**config.mk**
```make
export PLATFORM = sky130hd
export DESIGN_NAME = if_fetch_flat
export DESIGN_NICKNAME = d
export VERILOG_FILES = /design/src/rtl/if_pkg.sv /design/src/rtl/if_fetch_if.sv /design/src/rtl/if_fetch_skid.sv /design/src/rtl/if_fetch.sv /design/src/flat_wrapper.sv
export SDC_FILE = /design/constraint.sdc
export NUM_CORES = 1
export LEC_CHECK = 0
export CORE_ASPECT_RATIO = 0.5
export CORE_MARGIN = 8
export CORE_UTILIZATION = 45
export CTS_CLUSTER_SIZE = 24
export DETAILED_ROUTE_END_ITERATION = 12
export PLACE_DENSITY = 0.8
export SYNTH_ARGS = -nofsm -noshare
export SYNTH_HDL_FRONTEND = slang
export SYNTH_HIERARCHICAL = 1
export SYNTH_SLANG_ARGS = --single-unit
```
**constraint.sdc**
```tcl
create_clock -name Clk -period 5.35 [get_ports Clk]
set_input_delay 0.8025 -clock Clk [delete_from_list [all_inputs] [get_ports Clk]]
set_output_delay 0.8025 -clock Clk [all_outputs]
set_load 0.05 [all_outputs]
```
**src/rtl/if_pkg.sv**
```systemverilog
// Shared types and constants for the instruction-fetch stage.
package if_pkg;

  // Instruction presented when nothing valid is on the output.
  localparam logic [31:0] NOP_INST_DEF = 32'h0000_0000;

  // Byte distance between consecutive instructions.
  localparam int unsigned PC_STEP = 4;

  typedef enum logic {
    IDLE = 1'b0,
    RUN  = 1'b1
  } fetch_state_e;

  // Sequential successor of a PC.  Works on a 64-bit value so that any
  // ADDR_W up to 64 can use it.  The caller truncates the result, which
  // gives the silent modulo-2^ADDR_W wrap.
  function automatic logic [63:0] pc_next(input logic [63:0] pc);
    return pc + 64'(PC_STEP);
  endfunction

endpackage

```
**src/rtl/if_fetch_if.sv**
```systemverilog
// Instruction-memory port: the fetch stage drives the request and
// address, and the memory returns data one cycle later.
interface if_fetch_if #(
  parameter int ADDR_W = 32,
  parameter int INST_W = 32
);
  logic              imem_req_o;
  logic [ADDR_W-1:0] imem_addr_o;
  logic [INST_W-1:0] imem_data_i;

  modport master (
    output imem_req_o,
    output imem_addr_o,
    input  imem_data_i
  );

  modport slave (
    input  imem_req_o,
    input  imem_addr_o,
    output imem_data_i
  );
endinterface

```
**src/rtl/if_fetch_skid.sv**
```systemverilog
// One-entry skid buffer.  It holds the memory response that lands while
// the pipeline is stalled.  clr has priority over everything else.
module fetch_skid #(
  parameter int ADDR_W = 32,
  parameter int INST_W = 32
) (
  input  logic              clk,
  input  logic              clr,
  input  logic              wr_en,
  input  logic [ADDR_W-1:0] wr_addr,
  input  logic [INST_W-1:0] wr_inst,
  input  logic              rd_en,
  output logic              full,
  output logic [ADDR_W-1:0] rd_addr,
  output logic [INST_W-1:0] rd_inst
);

  logic              r_full;
  logic [ADDR_W-1:0] r_addr;
  logic [INST_W-1:0] r_inst;

  // Occupancy flag: a clear empties the buffer, a write fills it, and a
  // read drains it.
  always_ff @(posedge clk) begin
    if (clr) begin
      r_full <= 1'b0;
    end else if (wr_en) begin
      r_full <= 1'b1;
    end else if (rd_en) begin
      r_full <= 1'b0;
    end
  end

  // Payload capture.  The payload needs no reset because it is qualified by r_full.
  always_ff @(posedge clk) begin
    if (wr_en && !clr) begin
      r_addr <= wr_addr;
      r_inst <= wr_inst;
    end
  end

  assign full    = r_full;
  assign rd_addr = r_addr;
  assign rd_inst = r_inst;

  // Only one response can be in flight when a stall begins, so a second
  // write into a full buffer means the upstream issue logic is broken.
  a_no_overwrite: assert property (@(posedge clk) disable iff (clr) !(wr_en && r_full));

endmodule

```
**src/rtl/if_fetch.sv**
```systemverilog
// Instruction-fetch stage.  It generates sequential PCs, reads from a
// 1-cycle-latency imem, and presents the PC/instruction pair to IF/ID.
// Stall and redirect from later stages are honoured.
module if_fetch
  import if_pkg::*;
#(
  parameter int                ADDR_W   = 32,
  parameter int                INST_W   = 32,
  parameter logic [ADDR_W-1:0] RESET_PC = '0,
  parameter logic [INST_W-1:0] NOP_INST = INST_W'(NOP_INST_DEF)
) (
  input  logic              Clk,
  input  logic              Rst,
  input  logic              Start,
  input  logic              stall_i,
  input  logic              redirect_i,
  input  logic [ADDR_W-1:0] redirect_pc_i,
  if_fetch_if.master        imem,
  output logic [ADDR_W-1:0] addr_o,
  output logic [INST_W-1:0] inst_o,
  output logic              valid_o
);

  fetch_state_e      r_state;
  fetch_state_e      w_state_next;
  logic              w_issue;

  logic [ADDR_W-1:0] r_pc;
  logic              r_inflight;
  logic [ADDR_W-1:0] r_inflight_addr;

  logic [ADDR_W-1:0] r_addr;
  logic [INST_W-1:0] r_inst;
  logic              r_valid;

  logic              w_skid_clr;
  logic              w_skid_wr;
  logic              w_skid_rd;
  logic              w_skid_full;
  logic [ADDR_W-1:0] w_skid_addr;
  logic [INST_W-1:0] w_skid_inst;

  // FSM state register.
  always_ff @(posedge Clk) begin
    if (Rst) begin
      r_state <= IDLE;
    end else begin
      r_state <= w_state_next;
    end
  end

  // FSM next state: Start alone moves the stage between IDLE and RUN.
  always_comb begin
    w_state_next = r_state;
    case (r_state)
      IDLE:    if (Start)  w_state_next = RUN;
      RUN:     if (!Start) w_state_next = IDLE;
      default: w_state_next = IDLE;
    endcase
  end

  // FSM output: issue a read only while running and not held back.
  always_comb begin
    w_issue = 1'b0;
    if (r_state == RUN && Start && !stall_i && !redirect_i && !Rst) begin
      w_issue = 1'b1;
    end
  end

  assign imem.imem_req_o  = w_issue;
  assign imem.imem_addr_o = r_pc;

  // PC and in-flight tracking.  A redirect overrides the sequential PC.
  // Each issue records the address whose data returns next cycle.
  always_ff @(posedge Clk) begin
    if (Rst) begin
      r_pc       <= RESET_PC;
      r_inflight <= 1'b0;
    end else begin
      r_inflight <= w_issue;
      if (redirect_i) begin
        r_pc <= redirect_pc_i;
      end else if (w_issue) begin
        r_pc            <= ADDR_W'(pc_next(64'(r_pc)));
        r_inflight_addr <= r_pc;
      end
    end
  end

  // The skid catches a response that arrives during a stall.  The skid
  // drains first once the stall lifts.  A redirect flushes it.
  assign w_skid_clr = Rst || redirect_i;
  assign w_skid_wr  = r_inflight && stall_i && !redirect_i && !Rst;
  assign w_skid_rd  = w_skid_full && !stall_i && !redirect_i && !Rst;

  fetch_skid #(
    .ADDR_W (ADDR_W),
    .INST_W (INST_W)
  ) u_skid (
    .clk     (Clk),
    .clr     (w_skid_clr),
    .wr_en   (w_skid_wr),
    .wr_addr (r_inflight_addr),
    .wr_inst (imem.imem_data_i),
    .rd_en   (w_skid_rd),
    .full    (w_skid_full),
    .rd_addr (w_skid_addr),
    .rd_inst (w_skid_inst)
  );

  // Output register feeding IF/ID.  Priority is reset, then redirect,
  // then stall.  Skid contents are older than a live response, so they
  // go out first.
  always_ff @(posedge Clk) begin
    if (Rst) begin
      r_valid <= 1'b0;
      r_addr  <= '0;
      r_inst  <= NOP_INST;
    end else if (redirect_i) begin
      r_valid <= 1'b0;
      r_inst  <= NOP_INST;
    end else if (!stall_i) begin
      if (w_skid_full) begin
        r_valid <= 1'b1;
        r_addr  <= w_skid_addr;
        r_inst  <= w_skid_inst;
      end else if (r_inflight) begin
        r_valid <= 1'b1;
        r_addr  <= r_inflight_addr;
        r_inst  <= imem.imem_data_i;
      end else begin
        r_valid <= 1'b0;
        r_inst  <= NOP_INST;
      end
    end
  end

  assign addr_o  = r_addr;
  assign inst_o  = r_inst;
  assign valid_o = r_valid;

endmodule

```
**src/flat_wrapper.sv**
```systemverilog
// flat-port wrapper written by rule: the top's interface ports become plain ports
module if_fetch_flat import if_pkg::*;
#(
  parameter int                ADDR_W   = 32,
  parameter int                INST_W   = 32,
  parameter logic [ADDR_W-1:0] RESET_PC = '0,
  parameter logic [INST_W-1:0] NOP_INST = INST_W'(NOP_INST_DEF)
)
  (Clk, Rst, Start, stall_i, redirect_i, redirect_pc_i, addr_o, inst_o, valid_o, imem_imem_req_o, imem_imem_addr_o, imem_imem_data_i);
  if_fetch_if #(.ADDR_W(ADDR_W), .INST_W(INST_W)) imem_i ();
  input  logic Clk;
  input  logic Rst;
  input  logic Start;
  input  logic stall_i;
  input  logic redirect_i;
  input  logic [ADDR_W-1:0] redirect_pc_i;
  output logic [ADDR_W-1:0] addr_o;
  output logic [INST_W-1:0] inst_o;
  output logic valid_o;
  output wire logic [$bits(imem_i.imem_req_o)-1:0] imem_imem_req_o;
  output wire logic [$bits(imem_i.imem_addr_o)-1:0] imem_imem_addr_o;
  input wire logic [$bits(imem_i.imem_data_i)-1:0] imem_imem_data_i;
  assign imem_imem_req_o = imem_i.imem_req_o;
  assign imem_imem_addr_o = imem_i.imem_addr_o;
  assign imem_i.imem_data_i = imem_imem_data_i;
  if_fetch #(.ADDR_W(ADDR_W), .INST_W(INST_W), .RESET_PC(RESET_PC), .NOP_INST(NOP_INST)) u_core (.Clk(Clk), .Rst(Rst), .Start(Start), .stall_i(stall_i), .redirect_i(redirect_i), .redirect_pc_i(redirect_pc_i), .imem(imem_i), .addr_o(addr_o), .inst_o(inst_o), .valid_o(valid_o));
endmodule
```
# Word-level counts from Yosys, hierarchy flattened
# Index checks and enable logic that the tools add are counted.
dict set report op_classes {
  n_reduce_logical 22
  mux 12
  bitwise_logic 3
  n_addsub 1
}
# cell n
set op_table {}
lappend op_table {{$mux W32} 6}
lappend op_table {{$add A32 B3 Y32 const B} 1}
lappend op_table {{$logic_and A1 B1 Y1} 11}
lappend op_table {{$mux W1} 6}
lappend op_table {{$reduce_and A3 Y1} 2}
lappend op_table {{$reduce_bool A2 Y1} 3}
lappend op_table {{$logic_not A1 Y1} 4}
lappend op_table {{$not A1 Y1} 3}
lappend op_table {{$reduce_or A2 Y1} 1}
lappend op_table {{$logic_or A1 B1 Y1} 1}
dict set report word_totals {
  ff_bits 196
  output_inout_bits 98
  input_bits 69
  word_cells 48
}

# Longest topological paths before layout
# Gate-level depths: netlist of the first run.
dict set report depth {
  ltp_word 7
  depth_mapped 8
}

# Hierarchy
# Netlist of the first run, hierarchy kept.
# mod instances cells_per_inst seq_area_each_um2 area_per_inst_um2
set modules_own_cells {}
lappend modules_own_cells {if_fetch 1 592 2942.8 5728.0}
lappend modules_own_cells {fetch_skid 1 69 1941.9 1964.4}

# Worst setup path after synthesis of the first run
# Ideal clock, no wire load.
dict set report synth_timing {
  kind {input to register}
  startpoint {input redirect_i}
  endpoint {register u_core.u_skid.r_addr[0], in the netlist u_core/u_skid/rd_addr[0], enable pin}
  t_required_ns 4.863
  setup_slack_ns 0.721
  setup_time_ns 0.487
  path_stages 5
  t_arrival_ns 4.143
  cell_sequence {buf_2 nor2_8 inv_2 clkbuf_1 nor2_1}
}
dict set report synth_between {
  elab_cells_between_ends 6
}
# item line_no
set synth_rtl {}
lappend synth_rtl {{from (decl)} flat_wrapper.sv:15} ;# input logic redirect_i;
lappend synth_rtl {{$logic_or A1 B1 Y1} if_fetch.sv:92} ;# assign w_skid_clr = Rst || redirect_i;
lappend synth_rtl {{via u_core.w_skid_clr} if_fetch.sv:36} ;# logic w_skid_clr;
lappend synth_rtl {{$logic_not A1 Y1} if_fetch_skid.sv:36} ;# if (wr_en && !clr) begin
lappend synth_rtl {{$logic_and A1 B1 Y1} if_fetch_skid.sv:36}
lappend synth_rtl {{to (signal assigned)} if_fetch_skid.sv:37} ;# r_addr <= wr_addr;
lappend synth_rtl {{to (decl)} if_fetch_skid.sv:19} ;# logic [ADDR_W-1:0] r_addr;
# The timed path passes the listed nets, and every way through them passes these cells.
# A chain may end at the register's enable or synchronous reset.

# Final worst setup path of the first run
dict set report layout_timing {
  startpoint {input Start}
  endpoint {output imem_imem_req_o}
}
dict set report layout_between {
  elab_chain_cells 5
}
# item line_no
set layout_lines {}
lappend layout_lines {{from (decl)} flat_wrapper.sv:13} ;# input logic Start;
lappend layout_lines {{$logic_and A1 B1 Y1 (4 in series)} if_fetch.sv:65} ;# if (r_state == RUN && Start && !stall_i && !redirect_i && !Rst) begin
lappend layout_lines {{$mux W1} if_fetch.sv:65}
lappend layout_lines {{to (decl)} flat_wrapper.sv:20} ;# output wire logic [$bits(imem_i.imem_req_o)-1:0] imem_imem_req_o;
# Every way passes these cells.

==> impl_results.md, run 1 <==
- Sequential area share after synthesis: 63.50%
- Slew Limit Fails: 0
- Clock-pin slew on the worst setup and hold paths: 80 ps
- Pin count of the biggest net entering global routing: 71
- Layout Skew: 10.97 ps
- Number of hold buffers added after cts: 0
- Reg2reg start: u_core/u_skid/full
- Wire length per cell: 18.60 µm
- Main synth FF type: dfxtp_1
- Rows: 33
- Crit path from: Start
- Vias per inst: 5.404
- Leak: 3.257 nW
- H-tree Lvls: 4
- YS warnings: 6
- DR pass1 iterations: 5
- Internal Pwr Total: 2.311 mW
- TritonCTS clock tree: done
- Clock power frac: 40.2%
- DRC viols: 0
- Placed cell count: 1013
- Status: finished clean
- Critical Path AT: 3080 ps
- Count of input and output buffers: 166
- Crit path cell chain: clkdlybuf4s50_1, and3b_1, nand2_4, clkinv_2, clkdlybuf4s50_1
- RSZ-0062 raised after global routing: no
- GR Util All Layers: 17.53%
- Non-Filler Instances: 1045
- Cell Area, Synth: 7692 µm²
- Max rail drop VDD: 240.5 µV
- Fin Setup TNS: 0 ps
- Synth Net Count: 731
- Syn Inst Count: 661
- Min-Delay Path Class: reg -> reg
- Core Util, Final: 60.80%
- GPL Wtd Cong: 0.7791
- Initial antenna violation count: 0
- Area delta synth->final: 30.86%
- Antenna Cells: 0
- Logic pwr share: 7.2%
- Layout net count: 875
- Fmax achieved: 257.6 MHz
- Syn avg cell area: 11.64 µm²
- Post-synth EDFFs: 96
- DRT Wirelength: 19440 µm
- Starting Density: 46.46%
- Crit share post-route: 72.56%
- Dpl ws: 1480 ps
- Final min period: 3882 ps
- CP Launch Type: input pin
- Gr ovfl total: 0
- DRT iter0 DRCs: 469
- Die ar.: 21790 µm²
- Switching Share: 24.77%
- Clock Tree Buf Depth: 2
- DP HPWL: 13120 µm
- Psw: 0.7609 mW
- Via count: 5647
- Slowest-stage cell, CP: clkdlybuf4s50_1
- Slew headroom: 19.29%
- Pwr Density: 305.2 nW/µm²
- Setup Crit Path Kind: in -> out
- Share of cells above drive strength 1: 7.090%
- Die H: 108.5 µm
- CORE AREA: 16560 µm²
- Final Setup Violations: 0
- Max-cap violations: 0
- Critical Path Fanout Max: 31
- Fillers: 1322
- Seq cells post-synth: 196
- Req. time, crit path: 4550 ps
- Post-CTS Setup Bufs: 0
- Crit path largest cell delay: 850 ps
- CTS root buf: clkbuf_16
- First-pass GRT wire length: 30780 µm
- Clock Sinks: 196
- Antenna-violating nets left: 0
- Async S/R FF share, synth: 0%
- Crit path top cell by count: clkdlybuf4s50_1
- Post-CTS Resized: 0
- Die X: 200.9 µm
- Worst-Margin Slew: 1209 ps
- Latest clock arrival within the worst-skew pair: 420 ps
- Flop pwr share: 52.5%
- Startpoint of the worst hold path: u_core/r_inflight_addr[1]
- CP Capture Type: output pin
- Top-Level Pins: 167
- Yosys cell types: 49
- Final Hold Viols: 0
- Vias in the first global route: 5544
- CTS Buf Count: 17
- Fin worst setup slack: 1468 ps
[cell usage after synthesis (2+ instances only)]
cell type,number,area [µm²]
a211oi_1,32,240.2
a21oi_1,47,235.2
a22o_1,3,26.28
a22oi_1,44,330.3
a31oi_1,3,18.77
and3_1,7,43.79
and4_1,3,26.28
buf_1,4,15.01
buf_2,13,65.06
buf_4,2,15.01
clkbuf_1,27,101.4
dfxtp_1,100,2002
edfxtp_1,96,2883
inv_1,7,26.28
mux2i_1,36,360.4
nand2_1,8,30.03
nand3_1,16,80.08
nand3_2,4,40.04
nand3b_1,2,15.01
nand4_1,11,68.82
nor2_1,114,427.9
nor2b_1,16,100.1
nor3_1,2,10.01
nor3_2,2,20.02
o21a_1,4,30.03
o21ai_0,5,25.02
o22ai_1,11,68.82
or3_1,2,12.51
xnor2_1,9,78.83
xor2_1,12,105.1
[metrics by stage]
stage,instance area (µm²),hold WS [ps],total power [mW]
after floorplan,7692,425.7,1.758
after global placement,9480,438.7,1.865
after detailed placement,9480,441.4,1.869
after CTS,10070,459.6,3.093
after global routing,10070,469.4,3.168
final,10070,463.7,3.072
[critical path: cells and delay by family]
kind / cells / cell delay (ps)
buffers and inverters: 3 / 1540
AND/OR/NAND/NOR: 2 / 730
[final timing paths]
kind	to	slack, ps	cells after the start
max	imem_imem_req_o	1470	5
min	u_core/u_skid/rd_addr[1]	460	0
max reg2reg	u_core/addr_o[5]	2350	5
min reg2reg	u_core/u_skid/rd_addr[1]	460	0
[cells in the final DEF (no fill, tap or decap), drive strengths merged, types with 11 or more instances in the layout]
master         netlist  routed
a211oi              32      32
mux2i               36      36
dfxtp              100     100
xor2                12      12
inv                  8      12
clkdlybuf4s50        0     163
nor2b               16      16
nor2               115     115
o22ai               11      11
edfxtp              96      96
a22oi               44      44
a21oi               48      48
clkbuf              27      18
nand3               20      20
nand4               11      11
[registers in the layout (all words and copies together) (netlist names)]
register,cells
u_core/u_skid/rd_inst,32
u_core/r_inflight_addr,32
u_core/inst_o,32
u_core/u_skid/rd_addr,32
u_core/addr_o,32
u_core/valid_o,1
u_core/r_state,1
u_core/u_skid/full,1
u_core/r_inflight,1
u_core/imem.imem_addr_o,32
[kinds of logic (layout without fill, tap and decap cells)]
logic type | count (synthesis) | count (layout) | share of synthesized area [%]
and+or+nand+nor | 198 | 198 | 12.98
DFF | 196 | 196 | 63.50
AOI/OAI and AO/OA | 153 | 153 | 13.13
buffers and inverters | 56 | 213 | 3.155
muxes | 36 | 36 | 4.685
xor gates and xnor gates | 21 | 21 | 2.391
adders and majority gates | 1 | 1 | 0.1626
[layer usage]
| metal | track usage, % | vias to the layer above | routed length (µm) |
|---|---|---|---|
| li1 | - | 2715 | - |
| met1 | 22.07 | 2716 | 8484 |
| met2 | 29.51 | 208 | 9511 |
| met3 | 4.924 | 8 | 1309 |
| met4 | 5.117 | 0 | 131 |
| met5 | 0 | - | 0 |
[final cells by class]
type	count	area [µm²]	area share, %
clock inverters	14	146.4	1.454
inverters	9	35.03	0.3480
repair buffers	172	1692	16.81
multi-input cells	409	2581	25.64
well taps	227	284.0	2.822
clock buffers	18	439.2	4.363
flip-flops and latches	196	4888	48.56
[power groups by stage]
stage | sequential, mW | clock, mW | combinational, mW
2_1_floorplan | 1.69 | 0 | 0.0661
3_3_place_gp | 1.65 | 0 | 0.219
3_5_place_dp | 1.65 | 0 | 0.222
4_1_cts | 1.61 | 1.26 | 0.224
5_1_grt | 1.62 | 1.32 | 0.235
6_report | 1.61 | 1.24 | 0.222
Power figures use the tool's default switching activity.
==> run 2, diff against run 1 <==
--- a/config.mk
+++ b/config.mk
@@ -10,7 +10,7 @@
 export CORE_UTILIZATION = 45
 export CTS_CLUSTER_SIZE = 24
 export DETAILED_ROUTE_END_ITERATION = 12
-export PLACE_DENSITY = 0.8
+export PLACE_DENSITY = 0.83
 export SYNTH_ARGS = -nofsm -noshare
 export SYNTH_HDL_FRONTEND = slang
 export SYNTH_HIERARCHICAL = 1
==> constraint.sdc (replaced) <==
create_clock -name Clk -period 3.4 [get_ports Clk]
set_input_delay 0.51 -clock Clk [delete_from_list [all_inputs] [get_ports Clk]]
set_output_delay 0.51 -clock Clk [all_outputs]
set_load 0.05 [all_outputs]
==> run 2 against run 1 <==
- sequential share of layout area is 0.32 points lower
- critical path depth unchanged
- hold slack worse by 0.97 ps
==> impl_results.md, run 2 (synthesized netlist as in run 1, its figures left out) <==
- Max-cap violations: 0 (unchanged)
- Placed cell areas: 9515 µm² (+0.37%)
- DP HPWL: 13610 µm (+3.8%)
- Post-CTS Resized: 0 (unchanged)
- CTS root buf: clkbuf_16
- Pwr Density: 488.6 nW/µm² (+60%)
- Layout net count: 880 (+0.57%)
- Pin count of the biggest net entering global routing: 63 (-11%)
- Gr ovfl total: 0 (unchanged)
- CTS Buf Count: 17 (unchanged)
- Total power: 4.951 mW (+61%)
- Non-Filler Instances: 1050 (+0.48%)
- Max rail drop VDD: 339.6 µV (+41%)
- Share of cells above drive strength 1: 7.655% (+0.56 points)
- Number of hold buffers added after cts: 0 (unchanged)
- Clock Tree Buf Depth: 2 (unchanged)
- Wire length per cell: 18.70 µm (+0.52%)
- TritonCTS clock tree: done
- Initial antenna violation count: 0 (unchanged)
- Leak: 3.305 nW (+1.5%)
- CP Capture Type: output pin
- Critical Path Fanout Max: 31 (unchanged)
- Worst-Margin Slew: 729.6 ps (-479.8 ps)
- GPL Wtd Cong: 0.8288 (+6.4%)
- Rows: 33 (unchanged)
- Status: finished clean
- DRC viols: 0 (unchanged)
- Top-Level Pins: 167 (unchanged)
- Fmax achieved: 367.4 MHz
- Logic pwr share: 7.1% (about the same)
- Most frequent cells in the layout: clkdlybuf4s50_1, nor2_1, dfxtp_1, edfxtp_1, a21oi_1
- Slew headroom: 51.10% (+32 points)
- DRT Wirelength: 19630 µm (+1.0%)
- Final Setup Violations: 0 (unchanged)
- Commonest non-fill, non-tap cell in the layout: clkdlybuf4s50_1
- Antenna Cells: 0 (unchanged)
- Setup Crit Path Kind: in -> out
- Vias in the first global route: 5556 (+0.22%)
- GR Util All Layers: 17.57% (+0.037 points)
- Latest clock arrival within the worst-skew pair: 420 ps (about the same)
- Clock power frac: 41.6% (+1.4 points)
- Placed cell count: 1018 (+0.49%)
- Flop pwr share: 51.3% (-1.2 points)
- Psw: 1.184 mW (+56%)
- Antenna-violating nets left: 0 (unchanged)
- Clock-pin slew on the worst setup and hold paths: 70 ps (about the same)
- Critical Path AT: 2210 ps (-870 ps)
- Final Hold Viols: 0 (unchanged)
- Layout Skew: 9.362 ps (-1.605 ps)
- Die H: 108.5 µm (unchanged)
- First-pass GRT wire length: 30990 µm (+0.67%)
- Die X: 200.9 µm (unchanged)
- Multi-input logic area: 2581 µm² (unchanged)
- Starting Density: 46.46% (unchanged)
- H-tree Lvls: 4 (unchanged)
- Crit share post-route: 80.04%
- Clock Sinks: 196 (unchanged)
- Post-CTS Setup Bufs: 0 (unchanged)
- Area delta synth->final: 31.73%
- Fin area: 10130 µm² (+0.67%)
- Core Util, Final: 61.20% (+0.41 points)
- Fillers: 1285 (-2.8%)
- Final min period: 2722 ps
- Vias per inst: 5.450 (+0.86%)
- Fin Setup TNS: 0 ps (unchanged)
- Via count: 5723 (+1.3%)
- Internal Pwr Total: 3.767 mW (+63%)
- Seq. cell area: 4888 µm² (unchanged)
- Count of input and output buffers: 166 (unchanged)
- Die ar.: 21790 µm² (unchanged)
- Req. time, crit path: 2890 ps (-1660 ps)
- DR pass1 iterations: 5 (unchanged)
- Slew Limit Fails: 0 (unchanged)
- Switching Share: 23.91% (-0.85 points)
- CP Launch Type: input pin
- CORE AREA: 16560 µm² (unchanged)
- RSZ-0062 raised after global routing: no
- DRT iter0 DRCs: 536 (+14%)
- Min-Delay Path Class: reg -> reg
run 2: changes by cell type in the layout (fill, tap and decap cells not counted), sizes merged:
cell / change
clkinvlp: -1
clkbuf: -1
buf: +6
bufinv: +2
clkinv: -2
inv: +2
clkdlybuf4s50: -1
run 2: worst max-delay path, stage by stage:
cell	delay, ps
clkdlybuf4s50_1	550
and3b_1	470
nand2_4	290
clkinv_2	170
buf_4	210
run 2: final timing paths:
check	endpoint	from	cells after the start	slack (ps)
setup / recovery	imem_imem_req_o	Start	5	680
hold / removal	u_core/u_skid/rd_addr[17]	u_core/r_inflight_addr[17]	0	460
setup reg to reg	u_core/imem.imem_addr_o[14]	u_core/imem.imem_addr_o[2]	6	1240
hold reg to reg	u_core/u_skid/rd_addr[17]	u_core/r_inflight_addr[17]	0	460
run 2: final cells by class:
type | instances | area share (%)
Inverter | 9 | 0.3457
Sequential cell | 196 | 48.24
Tap cell | 227 | 2.803
Multi-Input combinational cell | 409 | 25.47
Timing Repair Buffer | 177 | 17.04
Clock inverter | 15 | 1.901
Clock buffer | 17 | 4.198
run 2: power by group through the flow:
stage	combinational [mW]	clock, mW	sequential (mW)
after floorplan	0.104	0	2.66
after global placement	0.345	0	2.59
after detailed placement	0.350	0	2.59
after CTS	0.352	2.11	2.54
after global routing	0.369	2.22	2.54
final	0.351	2.06	2.54
run 2: layer usage:
layer / global-route usage [%] / part of all wire (%) / up-vias
met5: 0 / 0 / -
met4: 4.125 / 1.0 / 0
met1: 21.99 / 43 / 2790
li1: - / - / 2745
met2: 30.25 / 50 / 169
met3: 4.864 / 5.6 / 19
run 2: through the flow:
stage               setup slack [ps]  hold WS (ps)
global route                   602.6         479.9
CTS                            694.4         461.0
detailed placement             715.2         446.6
global placement               777.8         434.8
finish                         678.5         462.7
floorplan                      138.6         425.7
==> run 3, diff against run 2 <==
--- a/config.mk
+++ b/config.mk
@@ -10,7 +10,7 @@
 export CORE_UTILIZATION = 45
 export CTS_CLUSTER_SIZE = 24
 export DETAILED_ROUTE_END_ITERATION = 12
-export PLACE_DENSITY = 0.83
+export PLACE_DENSITY = 0.8
 export SYNTH_ARGS = -nofsm -noshare
 export SYNTH_HDL_FRONTEND = slang
 export SYNTH_HIERARCHICAL = 1
==> constraint.sdc (replaced) <==
create_clock -name Clk -period 2.6 [get_ports Clk]
set_input_delay 0.39 -clock Clk [delete_from_list [all_inputs] [get_ports Clk]]
set_output_delay 0.39 -clock Clk [all_outputs]
set_load 0.05 [all_outputs]
==> run 3 against run 2 <==
- clock power increased by 33%
- critical path depth down 4
- non-clock buffer count rose by 4
- via count up 0.40%
- final area up 0.78%
- global-route usage increased by 0.35 points
- clock skew increased by 6.2 ps
- wire length up 1.7%
- power rose by 32%
- first-iteration DRC count fell by 20%
- register-to-register slack got worse by 590 ps
- sequential cell count did not move
- critical endpoint is now imem_imem_addr_o[4]
- largest cell class unchanged
- highest routed layer unchanged
==> impl_results.md, run 3 (synthesized netlist as in run 1, its figures left out) <==
- Starting Density: 46.46% (unchanged)
- Crit share post-route: 86.87%
- Wire length per cell: 18.94 µm (+1.3%)
- Die H: 108.5 µm (unchanged)
- CTS Buf Count: 17 (unchanged)
- Number of hold buffers added after cts: 0 (unchanged)
- Crit path cell chain: clkdlybuf4s50_1
- Die ar.: 21790 µm² (unchanged)
- Fillers: 1302 (+1.3%)
- DRT iter0 DRCs: 428 (-20%)
- Gr ovfl total: 0 (unchanged)
- Antenna-violating nets left: 0 (unchanged)
- DP HPWL: 13570 µm (-0.26%)
- Max-cap violations: 0 (unchanged)
- Critical Path AT: 1870 ps (-340 ps)
- CORE AREA: 16560 µm² (unchanged)
- Slew headroom: 52.41% (+1.3 points)
- Fmax achieved: 442.7 MHz
- Pin count of the biggest net entering global routing: 65 (+3.2%)
- Clock-pin slew on the worst setup and hold paths: 80 ps (about the same)
- CP Capture Type: output pin
- CP Launch Type: register
- Commonest non-fill, non-tap cell in the layout: clkdlybuf4s50_1
- DRT Wirelength: 19960 µm (+1.7%)
- TritonCTS clock tree: done
- Total power: 6.511 mW (+32%)
- Via count: 5746 (+0.40%)
- Vias per inst: 5.452 (about the same)
- Initial antenna violation count: 0 (unchanged)
- Setup Crit Path Kind: reg -> out
- Pwr Density: 637.6 nW/µm² (+31%)
- Final min period: 2259 ps
- Area delta synth->final: 32.76%
- Count of input and output buffers: 166 (unchanged)
- Post-CTS Resized: 0 (unchanged)
- Clock Sinks: 196 (unchanged)
- Largest delay share family, worst path: buffers and inverters
- First-pass GRT wire length: 31370 µm (+1.2%)
- GR Util All Layers: 17.92% (+0.35 points)
- Crit path largest cell delay: 890 ps (+340 ps)
- GPL Wtd Cong: 0.8209 (-0.95%)
- Slowest-stage cell, CP: clkdlybuf4s50_1
- Final Setup Violations: 0 (unchanged)
- Clock Tree Buf Depth: 2 (unchanged)
- Layout Skew: 15.56 ps (+6.203 ps)
- Rows: 33 (unchanged)
- Critical Path Fanout Max: 8 (-74%)
- RSZ-0062 raised after global routing: no
- H-tree Lvls: 4 (unchanged)
- CTS root buf: clkbuf_16
- Final Hold Viols: 0 (unchanged)
- DRC viols: 0 (unchanged)
- Antenna Cells: 0 (unchanged)
- Slew Limit Fails: 0 (unchanged)
- Worst-Margin Slew: 713.8 ps (-15.74 ps)
- Layout net count: 884 (+0.45%)
- Req. time, crit path: 2210 ps (-680 ps)
- Max rail drop VDD: 438.8 µV (+29%)
- Share of cells above drive strength 1: 8.222% (+0.57 points)
- Fin Setup TNS: 0 ps (unchanged)
- DR pass1 iterations: 5 (unchanged)
- Die X: 200.9 µm (unchanged)
- Core Util, Final: 61.68% (+0.48 points)
- Min-Delay Path Class: in -> reg
- Post-CTS Setup Bufs: 0 (unchanged)
- Leak: 3.342 nW (+1.1%)
- Status: finished clean
- Worst Path Buf+Inv: 1 (-2)
- Top-Level Pins: 167 (unchanged)
- Latest clock arrival within the worst-skew pair: 430 ps (about the same)
- Vias in the first global route: 5505 (-0.92%)
- Most frequent cells in the layout: clkdlybuf4s50_1, nor2_1, dfxtp_1, edfxtp_1, a21oi_1
## run 3: stage by stage
stage / worst slack (ps) / hold WS (ps) / cell area, µm² / std cells
global placement: 482.2 / 436.4 / 9583 / 1022
floorplan: 162.8 / 425.7 / 7700 / 661
detailed placement: 436.8 / 442.1 / 9583 / 1022
global route: 249.1 / 403.0 / 10210 / 1054
finish: 341.3 / 431.6 / 10210 / 1054
CTS: 311.4 / 413.0 / 10210 / 1054
## run 3: layout make-up
cell class	instances	area, µm²	area share [%]
Tap cell	227	284.0	2.781
Inverter	9	35.03	0.3431
Clock buffer	17	425.4	4.166
Sequential cell	196	4888	47.87
Timing Repair Buffer	181	1794	17.57
Clock inverter	15	203.9	1.997
Multi-Input combinational cell	409	2581	25.28
## run 3: report_power, final
| part | switching [mW] | internal [mW] |
|---|---|---|
| Clock | 1.32 | 1.41 |
| Sequential | 0.0604 | 3.26 |
| Combinational | 0.266 | 0.199 |
| Total | 1.65 | 4.87 |
## run 3: worst min-delay path, stage by stage
cell and delay, ps:
buf_2 150, nor2_8 70, a22o_1 200
## run 3: routing by layer
layer | wire, µm | GRT usage [%]
met1 | 8621 | 23.05
met2 | 9892 | 30.16
met3 | 1266 | 4.745
met4 | 182 | 4.386
met5 | 0 | 0
## run 3: path summary, 6_finish.rpt
path | depth (start not counted) | slack, ps | start | to
worst max register to register | 5 | 650 | u_core/imem.imem_addr_o[12] | u_core/imem.imem_addr_o[31]
worst max-delay path | 1 | 340 | u_core/imem.imem_addr_o[4] | imem_imem_addr_o[4]
worst min-delay path | 3 | 430 | Rst | u_core/imem.imem_addr_o[15]
worst min register to register | 0 | 460 | u_core/r_inflight_addr[1] | u_core/u_skid/rd_addr[1]
